===== config.mk =====
export PLATFORM = sky130hd
export DESIGN_NAME = mem_bus_arbiter_flat
export DESIGN_NICKNAME = d
export VERILOG_FILES = /design/src/rtl/mem_bus_arbiter_if.sv /design/src/rtl/mem_bus_arbiter.sv /design/src/flat_wrapper.sv
export SDC_FILE = /design/constraint.sdc
export NUM_CORES = 1
export LEC_CHECK = 0
export CAP_MARGIN = 5
export CORE_AREA = 8 8 104 116
export CTS_CLUSTER_SIZE = 10
export DETAILED_ROUTE_END_ITERATION = 16
export DIE_AREA = 0 0 112 124
export DONT_BUFFER_PORTS = 1
export HOLD_SLACK_MARGIN = 0.1
export PLACE_DENSITY = 0.66
export RECOVER_POWER = 25
export SKIP_LAST_GASP = 1
export SYNTH_ARGS = -nofsm -noshare
export SYNTH_HDL_FRONTEND = slang
export SYNTH_SLANG_ARGS = --single-unit

===== constraint.sdc =====
create_clock -name i_clk -period 3.9 [get_ports i_clk]
set_input_delay 0.78 -clock i_clk [delete_from_list [all_inputs] [get_ports i_clk]]
set_output_delay 0.78 -clock i_clk [all_outputs]
set_load 0.005 [all_outputs]

===== src/rtl/mem_bus_arbiter_if.sv =====
// rtl/mem_bus_arbiter_if.sv - requester, memory and statistics signals of the two-port burst arbiter
// The slave modport is the arbiter; the master modport drives requests and the memory response.
interface mem_bus_arbiter_if #(
  parameter int BLOCK_SIZE = 16,
  parameter int ADDR_W     = 32,
  parameter int DATA_W     = 8
);
  localparam int OFF_W = $clog2(BLOCK_SIZE);

  logic              req0;
  logic              req1;
  logic              rd_wr0;
  logic              rd_wr1;
  logic [ADDR_W-1:0] add0;
  logic [ADDR_W-1:0] add1;
  logic [DATA_W-1:0] wdata0;
  logic [DATA_W-1:0] wdata1;
  logic              gnt0;
  logic              gnt1;
  logic              ack0;
  logic              ack1;
  logic              done0;
  logic              done1;
  logic [DATA_W-1:0] rdata;
  logic [OFF_W-1:0]  beat_cnt;
  logic              mem_valid;
  logic              mem_rd_wr;
  logic [ADDR_W-1:0] mem_add;
  logic [DATA_W-1:0] mem_wdata;
  logic [DATA_W-1:0] mem_rdata;
  logic              mem_ready;
  logic [31:0]       total_grants0;
  logic [31:0]       total_grants1;

  modport master (
    output req0, req1, rd_wr0, rd_wr1, add0, add1, wdata0, wdata1, mem_rdata, mem_ready,
    input  gnt0, gnt1, ack0, ack1, done0, done1, rdata, beat_cnt,
    input  mem_valid, mem_rd_wr, mem_add, mem_wdata, total_grants0, total_grants1
  );

  modport slave (
    input  req0, req1, rd_wr0, rd_wr1, add0, add1, wdata0, wdata1, mem_rdata, mem_ready,
    output gnt0, gnt1, ack0, ack1, done0, done1, rdata, beat_cnt,
    output mem_valid, mem_rd_wr, mem_add, mem_wdata, total_grants0, total_grants1
  );
endinterface


===== src/rtl/mem_bus_arbiter.sv =====
// rtl/mem_bus_arbiter.sv - round-robin arbiter sharing one byte-serial memory port between two caches
// A grant is held for a fixed BLOCK_SIZE-beat burst, followed by a one-cycle DONE bubble.
module mem_bus_arbiter #(
  parameter int BLOCK_SIZE = 16,
  parameter int ADDR_W     = 32,
  parameter int DATA_W     = 8,
  localparam int OFF_W     = $clog2(BLOCK_SIZE)
) (
  input  logic            i_clk,
  input  logic            i_reset,
  mem_bus_arbiter_if.slave io_bus
);

  typedef enum logic [1:0] {
    S_IDLE,
    S_BURST,
    S_DONE
  } state_t;

  state_t                   r_state;
  logic                     r_ptr;
  logic                     r_sel;
  logic                     r_gnt0;
  logic                     r_gnt1;
  logic                     r_done0;
  logic                     r_done1;
  logic                     r_valid;
  logic                     r_rd_wr;
  logic [OFF_W-1:0]         r_beat;
  logic [ADDR_W-OFF_W-1:0]  r_blk;
  logic [31:0]              r_cnt0;
  logic [31:0]              r_cnt1;

  logic                     w_pick;
  logic                     w_last;
  logic                     w_unused_off;

  // r_ptr=1 favours requester 1 when both ask at once
  assign w_pick       = io_bus.req1 & (~io_bus.req0 | r_ptr);
  assign w_last       = (r_beat == OFF_W'(BLOCK_SIZE - 1));
  assign w_unused_off = ^{io_bus.add0[OFF_W-1:0], io_bus.add1[OFF_W-1:0]};

  always_ff @(posedge i_clk or posedge i_reset) begin
    if (i_reset) begin
      r_state <= S_IDLE;
      r_ptr   <= 1'b0;
      r_sel   <= 1'b0;
      r_gnt0  <= 1'b0;
      r_gnt1  <= 1'b0;
      r_done0 <= 1'b0;
      r_done1 <= 1'b0;
      r_valid <= 1'b0;
      r_rd_wr <= 1'b0;
      r_beat  <= '0;
      r_blk   <= '0;
      r_cnt0  <= '0;
      r_cnt1  <= '0;
    end else begin
      case (r_state)
        S_IDLE: begin
          if (io_bus.req0 || io_bus.req1) begin
            r_sel   <= w_pick;
            r_blk   <= w_pick ? io_bus.add1[ADDR_W-1:OFF_W] : io_bus.add0[ADDR_W-1:OFF_W];
            r_rd_wr <= w_pick ? io_bus.rd_wr1 : io_bus.rd_wr0;
            r_gnt0  <= ~w_pick;
            r_gnt1  <= w_pick;
            r_valid <= 1'b1;
            r_beat  <= '0;
            if (w_pick) r_cnt1 <= r_cnt1 + 32'd1;
            else        r_cnt0 <= r_cnt0 + 32'd1;
            r_state <= S_BURST;
          end
        end
        S_BURST: begin
          if (io_bus.mem_ready) begin
            if (w_last) begin
              r_gnt0  <= 1'b0;
              r_gnt1  <= 1'b0;
              r_valid <= 1'b0;
              r_done0 <= ~r_sel;
              r_done1 <= r_sel;
              r_beat  <= '0;
              r_ptr   <= ~r_sel;
              r_state <= S_DONE;
            end else begin
              r_beat <= r_beat + OFF_W'(1);
            end
          end
        end
        S_DONE: begin
          r_done0 <= 1'b0;
          r_done1 <= 1'b0;
          r_state <= S_IDLE;
        end
        default: r_state <= S_IDLE;
      endcase
    end
  end

  assign io_bus.gnt0          = r_gnt0;
  assign io_bus.gnt1          = r_gnt1;
  assign io_bus.ack0          = r_gnt0 & io_bus.mem_ready;
  assign io_bus.ack1          = r_gnt1 & io_bus.mem_ready;
  assign io_bus.done0         = r_done0;
  assign io_bus.done1         = r_done1;
  assign io_bus.rdata         = io_bus.mem_rdata;
  assign io_bus.beat_cnt      = r_beat;
  assign io_bus.mem_valid     = r_valid;
  assign io_bus.mem_rd_wr     = r_rd_wr;
  assign io_bus.mem_add       = {r_blk, r_beat};
  assign io_bus.mem_wdata     = r_gnt0 ? io_bus.wdata0 : (r_gnt1 ? io_bus.wdata1 : '0);
  assign io_bus.total_grants0 = r_cnt0;
  assign io_bus.total_grants1 = r_cnt1;

endmodule


===== src/flat_wrapper.sv =====
// flat-port wrapper written by rule: the top's interface ports become plain ports
module mem_bus_arbiter_flat 
#(
  parameter int BLOCK_SIZE = 16,
  parameter int ADDR_W     = 32,
  parameter int DATA_W     = 8,
  localparam int OFF_W     = $clog2(BLOCK_SIZE)
)
  (i_clk, i_reset, io_bus_req0, io_bus_req1, io_bus_rd_wr0, io_bus_rd_wr1, io_bus_add0, io_bus_add1, io_bus_wdata0, io_bus_wdata1, io_bus_mem_rdata, io_bus_mem_ready, io_bus_gnt0, io_bus_gnt1, io_bus_ack0, io_bus_ack1, io_bus_done0, io_bus_done1, io_bus_rdata, io_bus_beat_cnt, io_bus_mem_valid, io_bus_mem_rd_wr, io_bus_mem_add, io_bus_mem_wdata, io_bus_total_grants0, io_bus_total_grants1);
  mem_bus_arbiter_if #(.BLOCK_SIZE(BLOCK_SIZE), .ADDR_W(ADDR_W), .DATA_W(DATA_W)) io_bus_i ();
  input  logic i_clk;
  input  logic i_reset;
  input wire logic [$bits(io_bus_i.req0)-1:0] io_bus_req0;
  input wire logic [$bits(io_bus_i.req1)-1:0] io_bus_req1;
  input wire logic [$bits(io_bus_i.rd_wr0)-1:0] io_bus_rd_wr0;
  input wire logic [$bits(io_bus_i.rd_wr1)-1:0] io_bus_rd_wr1;
  input wire logic [$bits(io_bus_i.add0)-1:0] io_bus_add0;
  input wire logic [$bits(io_bus_i.add1)-1:0] io_bus_add1;
  input wire logic [$bits(io_bus_i.wdata0)-1:0] io_bus_wdata0;
  input wire logic [$bits(io_bus_i.wdata1)-1:0] io_bus_wdata1;
  input wire logic [$bits(io_bus_i.mem_rdata)-1:0] io_bus_mem_rdata;
  input wire logic [$bits(io_bus_i.mem_ready)-1:0] io_bus_mem_ready;
  output wire logic [$bits(io_bus_i.gnt0)-1:0] io_bus_gnt0;
  output wire logic [$bits(io_bus_i.gnt1)-1:0] io_bus_gnt1;
  output wire logic [$bits(io_bus_i.ack0)-1:0] io_bus_ack0;
  output wire logic [$bits(io_bus_i.ack1)-1:0] io_bus_ack1;
  output wire logic [$bits(io_bus_i.done0)-1:0] io_bus_done0;
  output wire logic [$bits(io_bus_i.done1)-1:0] io_bus_done1;
  output wire logic [$bits(io_bus_i.rdata)-1:0] io_bus_rdata;
  output wire logic [$bits(io_bus_i.beat_cnt)-1:0] io_bus_beat_cnt;
  output wire logic [$bits(io_bus_i.mem_valid)-1:0] io_bus_mem_valid;
  output wire logic [$bits(io_bus_i.mem_rd_wr)-1:0] io_bus_mem_rd_wr;
  output wire logic [$bits(io_bus_i.mem_add)-1:0] io_bus_mem_add;
  output wire logic [$bits(io_bus_i.mem_wdata)-1:0] io_bus_mem_wdata;
  output wire logic [$bits(io_bus_i.total_grants0)-1:0] io_bus_total_grants0;
  output wire logic [$bits(io_bus_i.total_grants1)-1:0] io_bus_total_grants1;
  assign io_bus_i.req0 = io_bus_req0;
  assign io_bus_i.req1 = io_bus_req1;
  assign io_bus_i.rd_wr0 = io_bus_rd_wr0;
  assign io_bus_i.rd_wr1 = io_bus_rd_wr1;
  assign io_bus_i.add0 = io_bus_add0;
  assign io_bus_i.add1 = io_bus_add1;
  assign io_bus_i.wdata0 = io_bus_wdata0;
  assign io_bus_i.wdata1 = io_bus_wdata1;
  assign io_bus_i.mem_rdata = io_bus_mem_rdata;
  assign io_bus_i.mem_ready = io_bus_mem_ready;
  assign io_bus_gnt0 = io_bus_i.gnt0;
  assign io_bus_gnt1 = io_bus_i.gnt1;
  assign io_bus_ack0 = io_bus_i.ack0;
  assign io_bus_ack1 = io_bus_i.ack1;
  assign io_bus_done0 = io_bus_i.done0;
  assign io_bus_done1 = io_bus_i.done1;
  assign io_bus_rdata = io_bus_i.rdata;
  assign io_bus_beat_cnt = io_bus_i.beat_cnt;
  assign io_bus_mem_valid = io_bus_i.mem_valid;
  assign io_bus_mem_rd_wr = io_bus_i.mem_rd_wr;
  assign io_bus_mem_add = io_bus_i.mem_add;
  assign io_bus_mem_wdata = io_bus_i.mem_wdata;
  assign io_bus_total_grants0 = io_bus_i.total_grants0;
  assign io_bus_total_grants1 = io_bus_i.total_grants1;
  mem_bus_arbiter #(.BLOCK_SIZE(BLOCK_SIZE), .ADDR_W(ADDR_W), .DATA_W(DATA_W)) u_core (.i_clk(i_clk), .i_reset(i_reset), .io_bus(io_bus_i));
endmodule

Yosys cells after proc, flatten, opt, wreduce, memory -nomap -nowiden --
Index checks and enable logic that the tools add are counted.
Storage, ports and cells: bits in registers 106, bits in latches 0, bits in writable memories 0, ROM bits 0, bits of input ports 95, output and inout port bits 124, memories kept 0
Operators by class: $add $sub $neg 3, multipliers 0, div/mod/pow operators 0, magnitude comparators 0, eq/ne operators 6, shifts and indexed selects 0, muxes and demuxes 26, bitwise logic cells 7, reductions and logical operators 12
Operators with widths (number):
- adder 32 x 1 -> 32 bit, second input constant | 2
- two-way mux 28 bit | 1
- AND reduction 3 bit | 6
- two-way mux 8 bit | 2
- two-way mux 4 bit | 3
- two-way mux 1 bit | 10
- case mux 1 bit (2 select lines) | 5
- case mux 4 bit (2 select lines) | 1
- two-way mux 2 bit | 3
- adder 4 x 1 -> 4 bit, second input constant | 1
- equality test 4 bit, second input constant | 1
- inequality test 2 x 1 -> 1 bit, second input constant | 2
- case mux 2 bit (2 select lines) | 1
- AND reduction 4 bit | 1
- nonzero test 2 bit | 2
- AND 1 bit | 3
- inverter 1 bit | 3
- equality test 2 x 1 -> 1 bit, second input constant | 1
- equality test 2 bit, second input constant | 1
- zero test 2 bit | 1
- inequality test 2 bit, second input constant | 1
- AND reduction 2 bit | 1
- logical OR 1 bit | 1
- bitwise OR 1 bit | 1

Depth between registers and ports, before layout --
Gate-level depths: netlist of run 1.
word-level depth 6, gate-level depth with buffers 6, mapped depth without buffers 6

Worst setup path before layout of run 1 --
No wires, ideal clock.
path kind input to register, start point input port io_bus_req0, end point register u_core.r_cnt0[29], in the netlist u_core.io_bus.total_grants0[29], arrival 2211 ps, data required time 3776 ps, slack 1565 ps, stages on the path 6, buffers on the path 1, cells stage by stage nand4bb_1 -> nor4b_1 -> and3_1 -> clkbuf_1 -> nand4_1 -> xnor2_1
On the way: longest elaborated chain between the ends 5, elaborated cells on any way between the ends 6, classes of those cells bitwise: 4; reduce/logical: 2
RTL lines:
- from (decl) | line flat_wrapper.sv:13 | input wire logic [$bits(io_bus_i.req0)-1:0] io_bus_req0;
- inverter 1 bit | line mem_bus_arbiter.sv:39 | assign w_pick = io_bus.req1 & (~io_bus.req0 | r_ptr);
- bitwise OR 1 bit | line mem_bus_arbiter.sv:39
- AND 1 bit | line mem_bus_arbiter.sv:39
- inverter 1 bit (no source line)
- AND reduction 3 bit (no source line) *
- to (signal assigned) | line mem_bus_arbiter.sv:70 | else r_cnt0 <= r_cnt0 + 32'd1;
- to (decl) | line mem_bus_arbiter.sv:31 | logic [31:0] r_cnt0;
Mark *: on every way between the ends. The rest lies on a longest branch, timed or not. A chain may end at the register's enable or synchronous reset.

Worst setup path after layout of run 1 --
start point register u_core.r_state[0], end point register u_core.r_cnt1[15], in the netlist u_core.io_bus.total_grants1[15]
On the way: longest elaborated chain between the ends 2
RTL lines:
- from (decl) | line mem_bus_arbiter.sv:20 | state_t r_state;
- from (signal assigned) | line mem_bus_arbiter.sv:45 | r_state <= S_IDLE;
- from (signal assigned) | line mem_bus_arbiter.sv:71 | r_state <= S_BURST;
- from (signal assigned) | line mem_bus_arbiter.sv:84 | r_state <= S_DONE;
- zero test 2 bit | line mem_bus_arbiter.sv:59 | case (r_state)
- AND reduction 3 bit (no source line)
- to (signal assigned) | line mem_bus_arbiter.sv:69 | if (w_pick) r_cnt1 <= r_cnt1 + 32'd1;
- to (decl) | line mem_bus_arbiter.sv:32 | logic [31:0] r_cnt1;
Every way passes these cells.

==> flow_summary.toml, run 1 <==
[grt]
grt_max_degree = 72
grtUsageTotal = 0.167
grt_pass1_vias = 3408
grt_pass1_wl_um = 18100
antenna_found_initial = 0
gr-total-overflow = 0

[clock_tree]
post_cts_buffers = 0
holdBufCountCts = 0
clkLatencyLatePin_ns = 0.34
cts_sinks = 106
tritoncts = "done"
cts-root-buf = "clkbuf_16"
numCtsBuffers = 9
htreeDepth = 3
cts-resized-gates = 0
cts_buffer_depth = 2
cts.reportedPaths.clkPinSlew_ns = 0.07

[cells_and_area]
fillers = 867
antenna_cells = 0
final_nets = 551
synthToLayoutAreaGrowth_pct = 8.08
post-route-util = 0.526
drive_gt1_frac = 0.0721

[place]
place.port_buffers = 0
dp_hpwl_um = 8840
gp_congestion = 0.761
dp_slack_ns = 1.44

[power]
combPwrFrac = 0.160
power.internal_mw = 2.22
p_leak_nw = 2.54
switchingPower_mw = 0.952
p_seq_frac = 0.509
p_per_area_nw_per_um2 = 594
clockPowerShare = 0.331
irDropWorstVdd_mv = 0.304
fin_total_pwr_mw = 3.17
p_sw_frac = 0.300

[timing]
finalCriticalPeriod_ns = 2.51
skew_ns = 0.00795
relSlewSlack = 0.394
hold_viol_final = 0
timing.final.ws_setup_ns = 1.39
rsz0062_at_grt = "no"
slew_viol_final = 0
tns_ns = 0
finalSetupViolCount = 0
fmax_mhz = 399
post-route-period-util = 0.643
worst_slew_pin_slew_ns = 0.902

[synthesis]
synth_xor_area_frac = 0.113
syn_nets = 560
synthTopCellsByArea = "dfrtp_1, xnor2_1, mux2i_1"
synth-edff-count = 0
synth-compound-area-share = 0.0646
yosys.area_share.simple = 0.182
synth_top_area_frac = 0.537
synthCells = 462
syn_area_sq_um = 4940
ys_ff_latch = 106
synth_mux_area_frac = 0.0593
yosysTopAreaCell = "dfrtp_1"
yosysWarnings = 0
avgSynthCellArea_sq_um = 10.7
synth_fa_ha_area_frac = 0.00760
ys_types = 41
ys.flop_type = "dfrtp_1"
synth_top_family_by_area = "simple AND/OR/NAND/NOR gates"
synthArstFlopShare = 1.00
ys_seq_area_frac = 0.537

[route]
drtIter0Drc = 140
ant_nets = 0
drtPass1Iterations = 4
vias = 3289
viasPerCell = 5.66
wl_per_cell_um = 19.9
wirelength_um = 11600
route.detailed.drc = 0

[critical_path]
rr_worst_depth = 5
cp-end-kind = "flop"
critical_path.startpoint_type = "flop"
path_max_fanout = 8
cp_num_cells = 5
crit_arrival_ns = 2.73
worst-endpoint-required_ns = 4.12
cp_num_buf_inv = 0
critPathKind = "flop to flop"
critPathSlowestCell = "or3_1"
slowest_delay_ns = 0.48
crit_chain = "or3b_1 -> or3_4 -> or3_1 -> or3_4 -> xnor2_2"
crit_top_cell = "or3_4"
critical-path-top-delay-family = "simple AND/OR/NAND/NOR gates"

[floorplanning]
io_pins = 219
dieHeight_um = 124
die_w_um = 112
start_util = 0.487
dieArea_sq_um = 13900
num_rows = 39
core-area_sq_um = 10100

[min_path]
hold_class = "input pin to asynchronous set/reset pin"

[run]
maxCapViolCount = 0

[run_status]
status = "finished, final reports clean"
## cell families after synthesis
kind of cell | Yosys count
AND/OR/NAND/NOR | 174
flip-flops | 106
XOR/XNOR | 63
AO/OA/AOI/OAI | 53
buffers and inverters | 34
multiplexers | 29
adder cells (fa/ha/maj) | 3
## stage by stage
step / hold WS (ns) / instance area, sq um / instances
final: 0.499 / 5340 / 581
after global routing: 0.524 / 5340 / 581
after CTS: 0.507 / 5350 / 581
after detailed placement: 0.492 / 4990 / 565
after global placement: 0.490 / 4990 / 565
after floorplan: 0.463 / 4940 / 462
## per-layer routing
layer / part of all wire / track usage / wire length [um] / vias up
li1: - / - / - / 1562
met1: 0.40 / 0.197 / 4680 / 1576
met2: 0.47 / 0.263 / 5470 / 138
met3: 0.11 / 0.0718 / 1220 / 13
met4: 0.016 / 0.0751 / 189 / 0
met5: 0 / 0 / 0 / -
## synthesized netlist by cell type, types with 2 or more instances
library cell,number
buf_1,2
nor3_1,13
nand2b_1,4
buf_4,12
a21oi_1,5
or2_2,2
a222oi_1,2
a21o_1,5
dfrtp_1,106
and3_1,8
ha_1,3
nand2_1,60
clkbuf_1,10
xor2_1,22
or3_4,2
and2_1,4
a22o_1,7
or3_1,2
nor2_1,18
nor4_2,3
nand4_1,14
o21ai_0,32
mux2i_1,27
nor2b_1,3
mux2_2,2
xnor2_1,40
and4_1,5
inv_1,8
nand3_1,29
## flip-flops by register name (all words and copies together) (netlist names), 2 cells and up
signal,flops
u_core.io_bus.total_grants1,32
u_core.r_state,2
u_core.r_blk,28
u_core.io_bus.beat_cnt,4
u_core.io_bus.total_grants0,32
## power by group through the flow
stage | sequential [mW] | combinational, mW | clock (mW)
final | 1.61 | 0.507 | 1.05
after global routing | 1.66 | 0.580 | 1.13
after CTS | 1.63 | 0.517 | 1.07
after detailed placement | 1.64 | 0.524 | 0
after global placement | 1.64 | 0.493 | 0
after floorplan | 1.53 | 0.475 | 0
## placed cells by master, fill, tap and decap left out, drive strengths merged, types with 5 or more instances in the layout
master / instances
a21o: 5
a21oi: 5
a22o: 7
and3: 8
and4: 5
buf: 5
clkbuf: 12
dfrtp: 106
inv: 8
mux2i: 27
nand2: 60
nand3: 29
nand4: 14
nor2: 18
nor3: 13
o21ai: 32
xnor2: 41
xor2: 22
## worst reg2reg max path, delay by kind of cell, from the launching register on
kind,cells,cell delay (ns)
DFF,1,0.44
xor gates and xnor gates,1,0.13
and+or+nand+nor,4,1.82
## final timing paths
check | start | endpoint | slack, ns
worst min-delay path | i_reset | u_core.io_bus.total_grants0[22] | 0.50
worst min register to register | u_core.io_bus.total_grants0[31] | u_core.io_bus.total_grants0[31] | 0.50
min in group i_clk | u_core.io_bus.total_grants0[31] | u_core.io_bus.total_grants0[31] | 0.50
worst max-delay path | u_core.r_state[0] | u_core.io_bus.total_grants1[15] | 1.39
max in group asynchronous | i_reset | u_core.io_bus.total_grants1[26] | 2.14
worst max register to register | u_core.r_state[0] | u_core.io_bus.total_grants1[15] | 1.39
## final cells by class
type / instances / area (sq um) / share of cell area
clock inverters: 5 / 100 / 0.0187
well taps: 123 / 154 / 0.0288
multi-input cells: 322 / 2110 / 0.394
repair buffers: 6 / 41.3 / 0.00773
flip-flops and latches: 106 / 2650 / 0.497
inverters: 8 / 32.5 / 0.00609
clock buffers: 11 / 253 / 0.0473
Power figures use the tool's default switching activity.
==> run 2: changes to the inputs <==
PLACE_DENSITY = 0.68   (was 0.66)
clock period = 2.1 ns   (was 3.9 ns; I/O delays follow)
==> run 2 against run 1 <==
  * The flow now finishes with violations (negative setup slack)
  * Global-route usage is 0.26 points higher
  * Final area is 3.0% higher
  * Sequential power is 86% higher
  * Register-to-register slack worse by 1.4 ns
  * Critical path depth stayed put
  * Final cell count is 2.9% higher
  * Sequential share of layout area is 1.5 points lower
  * Total power is 78% higher
  * Highest routed layer unchanged
  * Via count is 3.6% higher
  * Die area stayed put
==> flow_summary.toml, run 2 (synthesized netlist as in run 1, its figures left out) <==
[grt]
grt_pass1_wl_um = 18500
grtUsageTotal = 0.170
grt_pass1_vias = 3469
gr-total-overflow = 0
antenna_found_initial = 0
grt_max_degree = 60

[clock_tree]
tritoncts = "done"
cts_buffer_depth = 2
htreeDepth = 3
post_cts_buffers = 0
cts_sinks = 106
clkLatencyLatePin_ns = 0.34
cts.reportedPaths.clkPinSlew_ns = 0.06
numCtsBuffers = 9
cts-root-buf = "clkbuf_16"

[power]
irDropWorstVdd_mv = 0.552
p_sw_frac = 0.310
p_leak_nw = 2.65
clockPowerShare = 0.292
combPwrFrac = 0.177
p_per_area_nw_per_um2 = 1020
fin_total_pwr_mw = 5.63
p_seq_frac = 0.531
power.internal_mw = 3.88
switchingPower_mw = 1.75

[floorplanning]
start_util = 0.487
dieArea_sq_um = 13900
die_w_um = 112
core-area_sq_um = 10100
num_rows = 39
dieHeight_um = 124
io_pins = 219

[critical_path]
crit_arrival_ns = 2.33
reg2reg_to = "u_core.io_bus.total_grants1[15]"
slowest_delay_ns = 0.40
path_max_fanout = 2
critPathSlowestCell = "or3b_4"
reg2reg_from = "u_core.r_state[1]"
crit_top_cell = "or3_4"
worst-endpoint-required_ns = 2.32
critPathKind = "flop to flop"
crit_chain = "or3b_4 -> or3_4 -> or3_4 -> or3_4 -> xnor2_2"
critical_path.startpoint_type = "flop"
r2r_slack_ns = -0.004
cp-end-kind = "flop"
rr_worst_depth = 5

[route]
wl_per_cell_um = 19.7
vias = 3408
viasPerCell = 5.70
route.detailed.drc = 0
drtPass1Iterations = 4
ant_nets = 0
drtIter0Drc = 164
wirelength_um = 11800

[timing]
fmax_mhz = 475
timing.hold.ws_ns = 0.209
worst_slew_pin_slew_ns = 0.811
post-route-period-util = 1.00
finalSetupViolCount = 1
skew_ns = 0.00582
rsz0062_at_grt = "yes"
finalCriticalPeriod_ns = 2.10
slew_viol_final = 0
tns_ns = -0.00402
relSlewSlack = 0.459
timing.final.ws_setup_ns = -0.00402
hold_viol_final = 0

[run]
maxCapViolCount = 0

[cells_and_area]
antenna_cells = 0
synthToLayoutAreaGrowth_pct = 11.3
post-route-util = 0.542
drive_gt1_frac = 0.120
final_common_cell = "dfrtp_1"
seq_area_sq_um = 2650
final_nets = 569
fin_area_sq_um = 5500
fin_cells = 598
multiInputGateArea_sq_um = 2190
fillers = 879
final_cell_mix = "dfrtp_1, nand2_1, xnor2_1, o21ai_0, nand3_1"

[min_path]
min_to = "u_core.io_bus.mem_rd_wr"
hold_class = "input pin to flop"
hp-start = "io_bus_rd_wr0"
min_path_cells = 2

[place]
dp_slack_ns = -0.0859
dp_cells = 582
place.port_buffers = 0
placed_area_sq_um = 5130
dp_hpwl_um = 9070
gp_congestion = 0.751

[run_status]
violations = "negative setup slack"
status = "finished, violations left"
run 2: worst max-delay path by stage:
stage	start	end	slack, ns	cells past startpoint
floorplan	u_core.r_state[1]	u_core.io_bus.total_grants1[15]	-0.18	6
global placement	u_core.r_state[1]	u_core.io_bus.total_grants1[31]	-0.07	6
detailed placement	u_core.r_state[1]	u_core.io_bus.total_grants1[31]	-0.09	6
CTS	u_core.r_state[1]	u_core.io_bus.total_grants1[15]	-0.01	5
global route	u_core.r_state[1]	u_core.io_bus.total_grants1[15]	-0.05	5
finish	u_core.r_state[1]	u_core.io_bus.total_grants1[15]	-0.004	5
run 2: power by group through the flow:
stage	clock network (mW)	registers (mW)	logic [mW]
6_report	1.64	2.99	0.997
5_1_grt	1.78	3.08	1.14
3_3_place_gp	0	3.03	0.965
3_5_place_dp	0	3.03	1.03
2_1_floorplan	0	2.84	0.883
4_1_cts	1.70	3.01	1.02
run 2: per-layer routing:
metal,up-vias,wire [um],GRT usage
li1,1598,-,-
met1,1651,4560,0.185
met2,145,5820,0.287
met3,14,1180,0.0703
met4,0,212,0.0785
met5,-,0,0
run 2: critical path, delay by kind of cell (launching register included):
kind / cells / cell delay [ns]
xor+xnor: 1 / 0.14
flops: 1 / 0.37
simple gates: 4 / 1.48
run 2: what timing repair did:
item | 4_1_cts | 5_1_grt
gates cloned | 0 | 0
hold buffers | 1 | 0
setup endpoints to repair | 9 | 14
pin swaps | 4 | 4
resized for setup | 6 | 11
endpoints found under the hold margin | 10 | 0
run 2: layout make-up:
| type | count | area share |
|---|---|---|
| tap | 123 | 0.0280 |
| sequential | 106 | 0.482 |
| clock inverter | 2 | 0.00682 |
| clock buffer | 13 | 0.0455 |
| multi-input combinational | 322 | 0.398 |
| timing repair buffer | 24 | 0.0339 |
| inverter | 8 | 0.00569 |
